--- src/rtl/bist_pkg.sv ---
// Shared BIST definitions: controller state encoding and the default run
// length / golden signature used by the datapath and the bench.
package bist_pkg;

  typedef enum logic [2:0] {
    S_IDLE  = 3'd0,
    S_INIT  = 3'd1,
    S_RUN   = 3'd2,
    S_FLUSH = 3'd3,
    S_CHECK = 3'd4,
    S_DONE  = 3'd5
  } bist_state_e;

  localparam int unsigned BIST_N_PATTERNS = 1000;
  localparam int unsigned BIST_CNT_W      = 10;
  localparam int unsigned BIST_SIG_W      = 16;
  localparam logic [BIST_SIG_W-1:0] BIST_GOLDEN_SIG = 16'h0000;

endpackage

--- src/rtl/bist_pattern_cnt.sv ---
// Pattern/flush counter: clear wins over enable; at_tc flags the terminal
// count so the sequencer can leave RUN or FLUSH on that cycle.
module bist_pattern_cnt #(
  parameter int unsigned CNT_W = 10
) (
  input  logic             clk,
  input  logic             rst,
  input  logic             clr,
  input  logic             en,
  input  logic [CNT_W-1:0] tc,
  output logic             at_tc
);

  logic [CNT_W-1:0] cnt;

  always_ff @(posedge clk) begin
    if (rst)       cnt <= '0;
    else if (clr)  cnt <= '0;
    else if (en)   cnt <= cnt + 1'b1;
  end

  assign at_tc = (cnt == tc);

endmodule

--- src/rtl/bist_ctrl.sv ---
// BIST sequencer: loads/steps the LFSR, clears/enables the MISR through a
// LAT-deep delay line, then compares the final signature against GOLDEN_SIG.
module bist_ctrl
  import bist_pkg::*;
#(
  parameter int unsigned     N_PATTERNS = BIST_N_PATTERNS,
  parameter int unsigned     CNT_W      = BIST_CNT_W,
  parameter int unsigned     LAT        = 1,
  parameter int unsigned     SIG_W      = BIST_SIG_W,
  parameter logic [SIG_W-1:0] GOLDEN_SIG = BIST_GOLDEN_SIG
) (
  input  logic             clk,
  input  logic             rst,
  input  logic             start,
  input  logic [SIG_W-1:0] sig_in,
  output logic             lfsr_load,
  output logic             lfsr_en,
  output logic             misr_clr,
  output logic             misr_en,
  output logic             test_mode,
  output logic             running,
  output logic             bist_end,
  output logic             bist_pass
);

  localparam logic [CNT_W-1:0] RUN_TC   = CNT_W'(N_PATTERNS - 1);
  localparam logic [CNT_W-1:0] FLUSH_TC = (LAT == 0) ? '0 : CNT_W'(LAT - 1);

  bist_state_e      state;
  logic             start_q;
  logic             trig;
  logic             at_tc;
  logic             cnt_clr;
  logic             cnt_en;
  logic [CNT_W-1:0] tc;

  // start_q resets high so a start held through reset release is not an edge
  assign trig = start & ~start_q;

  // One counter serves both phases; it restarts on entry to RUN and to FLUSH
  assign tc      = (state == S_FLUSH) ? FLUSH_TC : RUN_TC;
  assign cnt_clr = (state == S_INIT) || ((state == S_RUN) && at_tc);
  assign cnt_en  = (state == S_RUN) || (state == S_FLUSH);

  bist_pattern_cnt #(
    .CNT_W (CNT_W)
  ) u_cnt (
    .clk   (clk),
    .rst   (rst),
    .clr   (cnt_clr),
    .en    (cnt_en),
    .tc    (tc),
    .at_tc (at_tc)
  );

  always_ff @(posedge clk) begin
    if (rst) begin
      state     <= S_IDLE;
      start_q   <= 1'b1;
      lfsr_load <= 1'b0;
      lfsr_en   <= 1'b0;
      misr_clr  <= 1'b0;
      test_mode <= 1'b0;
      running   <= 1'b0;
      bist_end  <= 1'b0;
      bist_pass <= 1'b0;
    end else begin
      start_q   <= start;
      lfsr_load <= 1'b0;
      misr_clr  <= 1'b0;
      case (state)
        S_IDLE, S_DONE: begin
          if (trig) begin
            state     <= S_INIT;
            lfsr_load <= 1'b1;
            misr_clr  <= 1'b1;
            test_mode <= 1'b1;
            running   <= 1'b1;
            bist_end  <= 1'b0;
            bist_pass <= 1'b0;
          end
        end
        S_INIT: begin
          state   <= S_RUN;
          lfsr_en <= 1'b1;
        end
        S_RUN: begin
          if (at_tc) begin
            lfsr_en <= 1'b0;
            state   <= (LAT == 0) ? S_CHECK : S_FLUSH;
          end
        end
        S_FLUSH: begin
          if (at_tc) state <= S_CHECK;
        end
        S_CHECK: begin
          state     <= S_DONE;
          bist_pass <= (sig_in == GOLDEN_SIG);
          bist_end  <= 1'b1;
          running   <= 1'b0;
          test_mode <= 1'b0;
        end
        default: begin
          state     <= S_IDLE;
          lfsr_en   <= 1'b0;
          test_mode <= 1'b0;
          running   <= 1'b0;
          bist_end  <= 1'b0;
          bist_pass <= 1'b0;
        end
      endcase
    end
  end

  // misr_en tracks lfsr_en through the CUT+capture latency
  generate
    if (LAT == 0) begin : g_no_dly
      assign misr_en = lfsr_en;
    end else begin : g_dly
      logic [LAT:1] vld_pipe;
      always_ff @(posedge clk) begin
        if (rst) begin
          vld_pipe <= '0;
        end else begin
          vld_pipe[1] <= lfsr_en;
          for (int i = 2; i <= LAT; i++) vld_pipe[i] <= vld_pipe[i-1];
        end
      end
      assign misr_en = vld_pipe[LAT];
    end
  endgenerate

endmodule

--- config.mk ---
export PLATFORM = sky130hd
export DESIGN_NAME = bist_ctrl
export DESIGN_NICKNAME = d
export VERILOG_FILES = /design/src/rtl/bist_pkg.sv /design/src/rtl/bist_pattern_cnt.sv /design/src/rtl/bist_ctrl.sv
export SDC_FILE = /design/constraint.sdc
export NUM_CORES = 1
export LEC_CHECK = 0
export ABC_AREA = 1
export CELL_PAD_IN_SITES_DETAIL_PLACEMENT = 1
export CELL_PAD_IN_SITES_GLOBAL_PLACEMENT = 1
export CORE_MARGIN = 2
export CORE_UTILIZATION = 36
export CTS_BUF_LIST = sky130_fd_sc_hd__clkbuf_8
export CTS_CLUSTER_SIZE = 28
export DETAILED_ROUTE_END_ITERATION = 16
export GPL_TIMING_DRIVEN = 0
export MAX_ROUTING_LAYER = met4
export PLACE_DENSITY_LB_ADDON = 0.1
export SLEW_MARGIN = 30
export SYNTH_ARGS = -nofsm -noshare
export SYNTH_HDL_FRONTEND = slang
export SYNTH_HIERARCHICAL = 1
export SYNTH_SLANG_ARGS = --single-unit
export TNS_END_PERCENT = 100
--- constraint.sdc ---
create_clock -name clk -period 2.45 [get_ports clk]
set_clock_uncertainty 0.05 [all_clocks]
set_input_delay 0.49 -clock clk [delete_from_list [all_inputs] [get_ports clk]]
set_output_delay 0.49 -clock clk [all_outputs]
set_load 0.02 [all_outputs]
Yosys cells after proc, flatten, opt, wreduce, memory -nomap -nowiden

Cells that the tools add are included.

Register bits: 20
Bits in latches: 0
Memory bits (writable): 0
Memory bits (read-only): 0
Bits of input ports: 19
Output and inout bits: 8
Logic and storage cells: 50
Memories kept: 0

Add/sub/neg operators: 1
Multipliers: 0
Div/mod/pow operators: 0
$lt $le $gt $ge: 0
Equal/unequal tests: 9
Shift-type cells: 0
Muxes and demuxes: 13
Bitwise logic cells: 5
Reductions and logical operators: 13

Operators by type and width:

| kind                                                                   | number |
|---|---|
| 16-bit logical NOT                                                     | 1 |
| 3-bit one-hot mux with 5 select lines                                  | 1 |
| 10-bit by 1-bit adder with 10-bit output (second input constant)       | 1 |
| 10-bit equality test                                                   | 1 |
| 10-bit 2-to-1 mux                                                      | 1 |
| 3-bit 2-to-1 mux                                                       | 3 |
| 1-bit one-hot mux with 3 select lines                                  | 3 |
| 3-bit by 2-bit equality test with 1-bit output (second input constant) | 2 |
| 3-bit equality test (second input constant)                            | 2 |
| 2-bit != test (second input constant)                                  | 3 |
| 2-bit OR reduction                                                     | 3 |
| 1-bit 2-to-1 mux                                                       | 4 |
| 1-bit NOT                                                              | 4 |
| 2-bit AND reduction                                                    | 2 |
| 4-bit OR reduction                                                     | 1 |
| 3-bit by 1-bit equality test with 1-bit output (second input constant) | 1 |
| 3-bit logical NOT                                                      | 1 |
| 3-bit AND reduction                                                    | 1 |
| 3-bit OR reduction                                                     | 1 |
| 1-bit logical OR                                                       | 2 |
| 1-bit one-hot mux with 2 select lines                                  | 1 |
| 1-bit bitwise AND                                                      | 1 |
| 1-bit logical AND                                                      | 1 |

Logic depth before layout (Yosys ltp)

Depth in word-level cells: 6
Mapped depth: 13

Cells and area by module

Netlist, hierarchy kept.

Modules (own cells, without submodules):

| module           | times used | cells an instance | area an instance (um^2) |
|---|---|---|---|
| bist_ctrl        | 1          | 82                | 594.3 |
| bist_pattern_cnt | 1          | 87                | 593.1 |

Worst setup path after synthesis

Ideal clock, no wire load.

Kind: reg2reg
Start point: register state[2]
End point: register u_cnt.cnt[9]
Arrival: 1.912 ns
Data required time: 2.286 ns
Setup slack: 0.375 ns
Stages on the path, launching flop included: 13
Clock period less this slack: 2.075 ns
Path through: dfxtp_1 inv_2 nand3_1 or2_0 a21oi_1 nand3_1 nor2_1 inv_1 a21oi_1 nor2_4 inv_1 o21bai_1 nor2_1

Longest elaborated chain between the ends: 6
Elaborated cells between the ends (all ways): 9
Classes of those cells: eq/ne: 4; mux: 1; reduce/logical: 4

Ends and longest elaborated chain:

| what                                           | RTL line               | RTL |
|---|---|---|
| start, declared                                | bist_ctrl.sv:29        | `bist_state_e state;` |
| start signal, assigned                         | bist_ctrl.sv:90        | `state <= (LAT == 0) ? S_CHECK : S_FLUSH;` |
| 3-bit by 2-bit equality test with 1-bit output | bist_ctrl.sv:41        | `assign tc = (state == S_FLUSH) ? FLUSH_TC : RUN_TC;` |
| 10-bit 2-to-1 mux                              | bist_ctrl.sv:41        |  |
| via tc[0]                                      | bist_ctrl.sv:35        | `logic [CNT_W-1:0] tc;` |
| 10-bit equality test                           | bist_pattern_cnt.sv:22 | `assign at_tc = (cnt == tc);` |
| via at_tc                                      | bist_ctrl.sv:32        | `logic at_tc;` |
| 1-bit logical AND                              | bist_ctrl.sv:42        | `assign cnt_clr = (state == S_INIT) \|\| ((state == S_RUN) && at_tc);` |
| 1-bit logical OR                               | bist_ctrl.sv:42        |  |
| via cnt_clr                                    | bist_ctrl.sv:33        | `logic cnt_clr;` |
| 2-bit OR reduction (no line)                   | -                      |  |
| end signal, assigned                           | bist_pattern_cnt.sv:19 | `else if (en) cnt <= cnt + 1'b1;` |
| end, declared                                  | bist_pattern_cnt.sv:14 | `logic [CNT_W-1:0] cnt;` |

The timed path passes the listed nets, and every way through them passes these cells.
A chain may end at the register's enable or synchronous reset.

Worst setup path after layout

Ends and elaborated chain as after synthesis.

==> summary.txt <==
Logic synthesis
  • Flops & latches, synth: 20
  • EDFF count, synth: 0
  • Leading post-synthesis cells by cell area: dfxtp_1 34%, nand2_1 8.9%, nor2_1 8.2%
  • Register area share after synthesis: 33.7%
  • Post-synth top flop: dfxtp_1
  • Post-synth top area cell: dfxtp_1
  • Syn Area/Cell: 7.03 um2
  • Async S/R FF share, synth: 0%
  • Top-area cell type share of the netlist area: 33.7%
  • Cell variety after synth: 29
  • Commonest cells in the netlist: 28 x nand2_1, 26 x nor2_1, 20 x dfxtp_1, 19 x inv_1, 14 x a21oi_1
  • Synthesis warning total: 6
  • Top-count cell post-synth: nand2_1
  • Post-synth design cell area: 0.00119 mm2
  • Cells after Synth: 169

Clocking
  • Root buffer cell: clkbuf_8
  • Max clock buf depth: 2
  • Clk_lat worst skew: 0.27 ns
  • CTS tree: done
  • Clock sink count: 20
  • Clock transition at path regs: 0.08 ns
  • Hold Buf Count CTS: 0
  • H-tree depth: 1
  • Total CTS buffers: 3

Detailed routing
  • Via count: 1135
  • Initial DRC count: 18
  • Residual DRC count: 0
  • Vias per inst: 4.63
  • Wirelength per Cell: 12.0 um
  • First-pass DRT Iterations: 4
  • Routed WL: 2950 um
  • DRT antenna net count: 0

STA
  • RSZ-0062 raised after global routing: false
  • Final count of negative-setup-slack endpoints: 0
  • Min cycle time layout: 2.26 ns
  • Final Cycle Share: 92.1%
  • Max-slew violation count: 0
  • Hold Vio Cnt, Final: 0
  • Max Clk Rate: 0.443 GHz
  • Hold_ws: 0.420 ns
  • Setup TNS: 0 ns

Worst setup path
  • Reg2Reg Capture Point: u_cnt/cnt[9]
  • Setup Crit Path Kind: reg -> reg
  • Largest delay share family, worst path: simple AND/OR/NAND/NOR gates
  • R2r worst-path depth: 12
  • Slowest stage delay, CP: 0.33 ns
  • Crit start category: flop
  • Critical Path RT: 2.56 ns
  • Crit-path slowest cell: dfxtp_1
  • RR Startpoint: state[2]
  • CP Launch Point: state[2]
  • Crit. End Element: flop
  • Worst-path fanout max: 12
  • Reg2Reg Setup Slack: 0.19 ns
  • CP Cell Sequence: inv_2 > nand3_2 > or2_0 > a21oi_1 > nand3_1 > nor2_1 > inv_1 > a21oi_1 > nor2_4 > inv_1 > o21bai_1 > nor2_1
  • Worst Path Buf+Inv: 3
  • Worst Path Arrival: 2.37 ns

GRT
  • Total Routing Usage GR: 17.8%
  • GRT overflow: 0
  • Initial antenna violation count: 0
  • Pin count of the biggest net entering global routing: 13
  • Vias in the first global route: 1148
  • First-pass GRT wire length: 4800 um

Layout
  • # diodes: 0
  • Design area: 0.00159 mm2
  • Fin cells: 245
  • Layout cell share with drive strength beyond 1: 16.4%
  • Core Util, Final: 51.1%
  • Nets: 222
  • Area Overhead vs Synth: 33.6%

Placed design
  • Post-DP HPWL: 2290 um
  • Number of I/O port buffers: 26
  • Post-DP Area: 0.00151 mm2
  • Placed cells: 241
  • RD Place Congestion: 0.803

Die
  • I/O pin count: 27
  • Die Wd: 61.4 um
  • Std-Cell Rows: 20
  • Die area: 0.00377 mm2
  • Die Y: 61.4 um
  • CORE AREA: 0.00310 mm2
  • Starting Density: 38.3%

Power and ir drop
  • Net Sw Frac: 37.4%
  • Worst vdd ir: 536 uV
  • Switch Pwr: 496 uW
  • Flop pwr share: 32.0%
  • Pwr dens: 835 mW/mm2
  • Power share of the combinational group: 42.8%
  • Clock group share of total power: 25.2%
  • Int Pwr: 829 uW
  • Leakage: 0.669 nW

Outcome
  • Status: complete, no violations

Run
  • Max-cap viol count: 0

Hold path
  • Hold_sp: bist_pass
  • Worst Hold End: bist_pass
  • Worst hold-check path type: reg -> reg
  • Worst Hold Depth: 2
==> per-stage QoR <==
step	worst slack (ns)	total power, mW
final	0.193	1.33
after global routing	0.0277	1.42
after CTS	0.0261	1.33
after detailed placement	0.0403	0.995
after global placement	0.0776	0.965
after floorplan	0.375	0.835
==> cells in the final DEF, fill, tap and decap left out, drive strengths merged <==
cell type,instances
inv,23
nor2,31
dfxtp,20
xor2,6
nor3,3
bufinv,1
clkdlybuf4s50,26
nand3,8
a31oi,1
nand2,39
clkbuf,3
a21oi,15
conb,3
nand4,1
ha,1
clkinv,1
o21ai,11
or2,2
buf,3
nand3b,1
o21bai,2
==> worst reg2reg max path: stages (launching register included) <==
cell and delay [ns]:
dfxtp_1 0.33, inv_2 0.17, nand3_2 0.28, or2_0 0.31
a21oi_1 0.14, nand3_1 0.09, nor2_1 0.10, inv_1 0.07
a21oi_1 0.22, nor2_4 0.11, inv_1 0.11, o21bai_1 0.11
nor2_1 0.05
==> power groups by stage <==
stage          Clock, mW  Sequential, mW  Combinational [mW]
2_1_floorplan          0           0.444               0.392
3_3_place_gp           0           0.426               0.539
3_5_place_dp           0           0.431               0.565
4_1_cts            0.342           0.423               0.567
5_1_grt            0.355           0.429               0.639
6_report           0.335           0.423               0.567
==> how the worst max path moves through the flow <==
stage	slack [ns]	depth (start not counted)	endpoint
floorplan	0.37	12	u_cnt/cnt[9]
global placement	0.08	12	u_cnt/cnt[9]
detailed placement	0.04	12	u_cnt/cnt[9]
CTS	0.03	12	u_cnt/cnt[9]
global route	0.03	12	u_cnt/cnt[9]
finish	0.19	12	u_cnt/cnt[9]
==> area by class of cell <==
type | count | area (um2)
Multi-Input combinational cell | 124 | 683
Buffer | 3 | 26.3
Inverter | 24 | 90.1
Clock inverter | 1 | 30.0
Clock buffer | 3 | 41.3
Timing Repair Buffer | 26 | 260
Tap cell | 44 | 55.1
Fill cell | 412 | 1520
Sequential cell | 20 | 400
==> logic make-up (layout without fill, tap and decap cells) <==
| group | count (synthesis) | count (layout) | synth area share, % |
|---|---|---|---|
| AO/OA/AOI/OAI | 29 | 29 | 14.3 |
| AND/OR/NAND/NOR | 85 | 85 | 36.4 |
| flip-flops | 20 | 20 | 33.7 |
| adder cells (fa/ha/maj) | 1 | 1 | 1.05 |
| buffers and inverters | 27 | 57 | 9.80 |
| XOR/XNOR | 6 | 6 | 4.43 |
| other | 1 | 3 | 0.316 |
==> layer usage <==
layer | part of all wire, % | track usage (%) | up-vias
li1 | - | - | 587
met1 | 43 | 18.9 | 514
met2 | 48 | 31.8 | 29
met3 | 6.8 | 3.78 | 5
met4 | 1.7 | 7.29 | 0
met5 | 0 | - | -
==> what timing repair did <==
| action | CTS | global route |
|---|---|---|
| hold endpoints to repair | 0 | 0 |
| gates resized for setup | 0 | 1 |
| endpoints found under the setup margin | 0 | 10 |
| setup buffers | 0 | 0 |
==> state kept, by name, summed over array words and instances, names as in the netlist <==
signal,flops
lfsr_en,1
running,1
state,3
bist_pass,1
misr_clr,1
u_cnt/cnt,10
bist_end,1
misr_en,1
start_q,1
(Power assumes the default switching activity.)
